`src/rtl/ccd_line_seq.sv`:
```
// CCD line sequencer: drives the SH/PH/RS/CP waveforms for one line readout
// and hands each active pixel to the ADC through an adc_req/adc_ack handshake.
module ccd_line_seq #(
    parameter int ELEM_1200 = 10776,
    parameter int ELEM_600  = 5338,
    parameter int DUMMY     = 64,
    parameter int SH_W      = 4,
    parameter int PH_W      = 2,
    parameter int ACK_TO    = 255,
    parameter int CNT_W     = 16
) (
    input  logic             clk,
    input  logic             rst_n,
    input  logic             start,
    input  logic             mode,
    input  logic             cp_mode,
    input  logic             abort,
    input  logic             adc_ack,
    output logic             SH,
    output logic             PH1A1,
    output logic             PH1A2,
    output logic             PH1B,
    output logic             PH2A1,
    output logic             PH2A2,
    output logic             PHC,
    output logic             RS,
    output logic             CP,
    output logic             adc_req,
    output logic [CNT_W-1:0] pix_idx,
    output logic             busy,
    output logic             line_done,
    output logic             err_timeout
);

    localparam int MAX_ELEM = (ELEM_1200 > ELEM_600) ? ELEM_1200 : ELEM_600;

    if ((64'd1 << CNT_W) <= 64'(DUMMY + MAX_ELEM)) begin : g_cnt_w_check
        $error("CNT_W too small for DUMMY + max element count");
    end
    if (ACK_TO < 1 || ACK_TO > 65535) begin : g_ack_to_check
        $error("ACK_TO out of range 1..65535");
    end

    localparam logic [CNT_W-1:0] DUMMY_C   = CNT_W'(DUMMY);
    localparam logic [CNT_W-1:0] LAST_1200 = CNT_W'(DUMMY + ELEM_1200 - 1);
    localparam logic [CNT_W-1:0] LAST_600  = CNT_W'(DUMMY + ELEM_600 - 1);

    typedef enum logic [2:0] {IDLE, SH_PULSE, PH1, PH2, SAMPLE, LINE_DONE} state_t;

    state_t           state_reg, state_next;
    logic [15:0]      sub_reg, sub_next;
    logic [15:0]      tmr_reg, tmr_next;
    logic [CNT_W-1:0] cnt_reg, cnt_next;
    logic [CNT_W-1:0] pix_reg, pix_next;
    logic             mode_l_reg, mode_l_next;
    logic             cp_l_reg, cp_l_next;
    logic             err_reg, err_next;

    logic sh_next, rs_next, cp_next, ph1_next, ph2_next, phc_next;
    logic req_next, busy_next, done_next;
    logic ph1_reg, ph2_reg;

    always_comb begin
        state_next  = state_reg;
        cnt_next    = cnt_reg;
        pix_next    = pix_reg;
        mode_l_next = mode_l_reg;
        cp_l_next   = cp_l_reg;
        err_next    = err_reg;
        case (state_reg)
            IDLE: begin
                if (start && !abort) begin
                    state_next  = SH_PULSE;
                    mode_l_next = mode;
                    cp_l_next   = cp_mode;
                    err_next    = 1'b0;
                    pix_next    = '0;
                    cnt_next    = '0;
                end
            end
            SH_PULSE: if (sub_reg == 16'(SH_W - 1)) state_next = PH1;
            PH1:      if (sub_reg == 16'(PH_W - 1)) state_next = PH2;
            PH2: begin
                if (sub_reg == 16'(PH_W - 1)) begin
                    if (cnt_reg < DUMMY_C) begin
                        cnt_next   = cnt_reg + 1'b1;
                        state_next = PH1;
                    end else begin
                        pix_next   = cnt_reg - DUMMY_C;
                        state_next = SAMPLE;
                    end
                end
            end
            SAMPLE: begin
                if (adc_ack) begin
                    cnt_next   = cnt_reg + 1'b1;
                    state_next = (cnt_reg == (mode_l_reg ? LAST_600 : LAST_1200)) ? LINE_DONE : PH1;
                end else if (tmr_reg == 16'(ACK_TO - 1)) begin
                    err_next   = 1'b1;
                    state_next = IDLE;
                end
            end
            LINE_DONE: state_next = IDLE;
            default:   state_next = IDLE;
        endcase
        if (state_reg != IDLE && abort) begin
            state_next = IDLE;
        end
        // Phase sub-counter restarts on every state change; ACK timer only runs in SAMPLE.
        sub_next = (state_next == state_reg) ? sub_reg + 16'd1 : 16'd0;
        tmr_next = (state_reg == SAMPLE) ? tmr_reg + 16'd1 : 16'd0;
    end

    // Output levels for the state being entered, so they line up with state_reg.
    always_comb begin
        sh_next   = 1'b0;
        rs_next   = 1'b0;
        cp_next   = 1'b0;
        ph1_next  = 1'b1;
        ph2_next  = 1'b0;
        phc_next  = mode;
        req_next  = 1'b0;
        busy_next = (state_next != IDLE);
        done_next = 1'b0;
        case (state_next)
            SH_PULSE: sh_next = 1'b1;
            PH1: begin
                rs_next  = 1'b1;
                phc_next = 1'b1;
                cp_next  = cp_l_next || (cnt_next == '0);
            end
            PH2, SAMPLE: begin
                phc_next = 1'b0;
                ph1_next = !mode_l_next;
                ph2_next = mode_l_next;
                req_next = (state_next == SAMPLE);
            end
            LINE_DONE: done_next = 1'b1;
            default: ;
        endcase
    end

    always_ff @(posedge clk) begin
        if (!rst_n) begin
            state_reg  <= IDLE;
            sub_reg    <= '0;
            tmr_reg    <= '0;
            cnt_reg    <= '0;
            pix_reg    <= '0;
            mode_l_reg <= 1'b0;
            cp_l_reg   <= 1'b0;
            err_reg    <= 1'b0;
            SH         <= 1'b0;
            RS         <= 1'b0;
            CP         <= 1'b0;
            ph1_reg    <= 1'b1;
            ph2_reg    <= 1'b0;
            PHC        <= mode;
            adc_req    <= 1'b0;
            busy       <= 1'b0;
            line_done  <= 1'b0;
        end else begin
            state_reg  <= state_next;
            sub_reg    <= sub_next;
            tmr_reg    <= tmr_next;
            cnt_reg    <= cnt_next;
            pix_reg    <= pix_next;
            mode_l_reg <= mode_l_next;
            cp_l_reg   <= cp_l_next;
            err_reg    <= err_next;
            SH         <= sh_next;
            RS         <= rs_next;
            CP         <= cp_next;
            ph1_reg    <= ph1_next;
            ph2_reg    <= ph2_next;
            PHC        <= phc_next;
            adc_req    <= req_next;
            busy       <= busy_next;
            line_done  <= done_next;
        end
    end

    assign PH1A1       = ph1_reg;
    assign PH1A2       = ph1_reg;
    assign PH1B        = ph1_reg;
    assign PH2A1       = ph2_reg;
    assign PH2A2       = ph2_reg;
    assign pix_idx     = pix_reg;
    assign err_timeout = err_reg;

endmodule

```
`config.mk`:
```
export PLATFORM = sky130hd
export DESIGN_NAME = ccd_line_seq
export DESIGN_NICKNAME = d
export VERILOG_FILES = /design/src/rtl/ccd_line_seq.sv
export SDC_FILE = /design/constraint.sdc
export NUM_CORES = 1
export LEC_CHECK = 0
export BUFFER_PORTS_ARGS = -buffer_cell sky130_fd_sc_hd__buf_4
export CAP_MARGIN = 20
export CORE_ASPECT_RATIO = 1.1
export CORE_MARGIN = 3
export CORE_UTILIZATION = 44
export CTS_BUF_LIST = sky130_fd_sc_hd__clkbuf_2
export DETAILED_ROUTE_END_ITERATION = 8
export SLEW_MARGIN = 20
export SYNTH_ARGS = -nofsm -noshare
export SYNTH_HDL_FRONTEND = slang
export SYNTH_SLANG_ARGS = --single-unit
```
`constraint.sdc`:
```
create_clock -name clk -period 3.1 [get_ports clk]
set_input_delay 0.62 -clock clk [delete_from_list [all_inputs] [get_ports clk]]
set_output_delay 0.62 -clock clk [all_outputs]
set_load 0.02 [all_outputs]
```
==> metrics <==
outcome finished, final reports clean; skew final 0.02665 ns; clock slew at reported path FFs 0.21 ns; CTS sink count 79; flops & latches, synth 79; DR vias/cell 5.835; Die Y 106 µm; Ant. Diodes 0; final period demand of the worst path 2.913 ns; crit-path max FO 7; post-synth top area share 0.3954; GPL Wtd Cong 0.9153; Crit path max-delay family simple AND/OR/NAND/NOR gates; htree depth 3; Power Total 1863 µW; largest net degree at the start of global routing 34; Vias 3,711; initial antenna violation count 0; Critical Path Start Type flip-flop; slowest CP cell or4_4; Power Density 407.0 nW/µm²; max-cap violations 0; Syn Nets 498; GRT Util Overall 0.1992; Initial DRT Pass Iterations 5; DRC errors left 0; CTS Hold Bufs 0; Critical Path RT 3.55 ns; sequential area share after synthesis 0.3954; HP Start mode; Synth async-reset ratio 0; Final setup viols 0; CTS buffer count 9; Cell variety after synth 68; worst slew pin tran 0.6935 ns; Hold Vio Cnt, Final 0; RSZ-0062 raised after global routing false; critical path class reg2reg; launching element of the worst setup path cnt_reg[6]; crit path buf inv count 1; cells after synthesis 484; later-pin clock latency in the skew report 0.52 ns; clock root cell clkbuf_2; die area 10,270 µm²; top_reg_cell synth dfxtp_1; Die W 96.91 µm; CORE AREA 8627 µm²; dpl cell area 4415 µm²; multi-input logic area 2255 µm²; worst rel slew slack 0.5377; share of the clock period used by the worst path 0.9397; largest area contributor in the netlist dfxtp_1; layout cells sized above 1 0.1752; Cell Rows 35; Sequential cell area 1583 µm²; Final WS setup 0.1871 ns; final core utilization 0.5305; max-slew violations 0; top post-synthesis cells by area dfxtp_1 (40%), nor3_1 (5.4%), nor2_1 (5.3%), xor2_1 (4.6%), a21oi_1 (3.9%); first-pass GRT wire length 16.88 mm; syn_area_per_cell 8.265 µm²; peak supply drop 0.0002539 V; post-DR wirelength/cell 15.68 µm; CP cell instances inv_1, ha_1, or3b_1, or4_4, o211ai_1, o311ai_1, nor4b_1, nor4bb_2, nand4_1, a21boi_1; fmax 343.3 MHz; HP Class in2reg; Mapped Area 4000 µm²; Buffers on Ports 35; most frequent cells in the layout dfxtp_1 (78), nor2_1 (57), buf_4 (55), nor3_1 (43); initial core utilization 0.4637; Worst R2R Start cnt_reg[6]; setup TNS 0 ns; most common cell after layout, fill and taps aside dfxtp_1; Final #Nets 534; post-route cell area 4577 µm²; vias in the first global route 3,449; CTS tree built; CP Capture Type flip-flop; EDFF count, synth 0; DRT iter0 DRCs 399; Ports 36; P_leak 0.001783 µW; Area growth, synth to finish 14.42%; Post-DRT Antenna Nets 0; Max stage delay on crit path 0.57 ns; Total Wirelength 9.974 mm; synthesis warning total 0; CTS Buffer Depth 2; Worst EP arrival 3.37 ns; DP Worst Slack 0.2197 ns; Congestion Overflow GR 0; fill count 841; Final HPWL DP 7.293 mm
[Yosys cell counts (2+ instances only)]
cell type	number
clkbuf_1	22
o21ai_1	2
nand4b_1	2
or2_2	5
or4_4	2
a21o_1	2
dfxtp_1	79
and3_1	14
o21a_1	3
nor2_1	57
o31ai_1	3
nand2b_1	2
nand2_1	31
a211o_2	2
o21ai_0	8
nand4_1	11
mux2i_1	3
xor2_1	21
a211oi_1	2
buf_4	3
a31oi_1	3
or3b_2	2
xnor2_1	15
nand3_1	25
a21oi_1	31
and3b_1	2
buf_2	4
nor2b_1	4
and2_1	9
nor3_1	43
o211ai_1	5
ha_1	7
inv_1	8
nor3b_1	3
nor4_1	8
and4_1	3
nor4b_1	4
a211o_1	4
[layer usage]
metal / wire [µm] / track usage / vias to the layer above
met5: 0 / 0 / -
li1: - / - / 1793
met2: 4526 / 0.3067 / 123
met4: 223 / 0.08225 / 0
met3: 482 / 0.03806 / 23
met1: 4742 / 0.2733 / 1772
[metrics by stage]
step,hold slack (ns),std cells
6_report,0.3054,636
5_1_grt,0.2654,636
4_1_cts,0.2574,636
3_5_place_dp,0.4528,620
3_3_place_gp,0.4439,620
2_1_floorplan,0.4485,484
[logic make-up (layout without fill, tap and decap cells)]
family / count (synthesis) / after routing / synth area share
buffers and inverters: 39 / 80 / 0.04254
AO/OA/AOI/OAI: 82 / 82 / 0.1370
flip-flops: 79 / 79 / 0.3954
adder cells (fa/ha/maj): 8 / 8 / 0.02440
multiplexers: 3 / 3 / 0.007507
XOR/XNOR: 36 / 36 / 0.07883
AND/OR/NAND/NOR: 237 / 237 / 0.3144
[worst register-to-register path: stages, from the launching register on]
cell	delay (ns)
dfxtp_2	0.41
inv_1	0.13
ha_1	0.19
or3b_1	0.37
or4_4	0.57
o211ai_1	0.18
o311ai_1	0.15
nor4b_1	0.29
nor4bb_2	0.29
nand4_1	0.12
a21boi_1	0.15
[path summary, 6_finish.rpt]
kind           endpoint  slack [ns]  cells past startpoint
min                 PHC        0.31                      2
max                  CP        0.19                     10
min reg2reg  pix_idx[6]        0.47                      2
max reg2reg          CP        0.19                     10
[power by group]
group | internal [µW] | switching (µW)
clock network | 356 | 346
registers | 1030 | 9.29
logic | 43.8 | 80.4
total | 1430 | 436
[timing repair]
action / CTS / global route
gates resized for setup: 0 / 2
endpoints found under the hold margin: 0 / 0
setup buffers: 0 / 0
setup endpoints to repair: 0 / 1
[cell type report]
class                           count  share of cell area
Inverter                            9            0.007381
Multi-Input combinational cell    366              0.4926
Tap cell                          111             0.03034
Sequential cell                    79              0.3458
Timing Repair Buffer               55             0.09021
Clock buffer                       12             0.01312
Clock inverter                      4             0.02050
No activity file was read; power rests on OpenSTA's default activity.
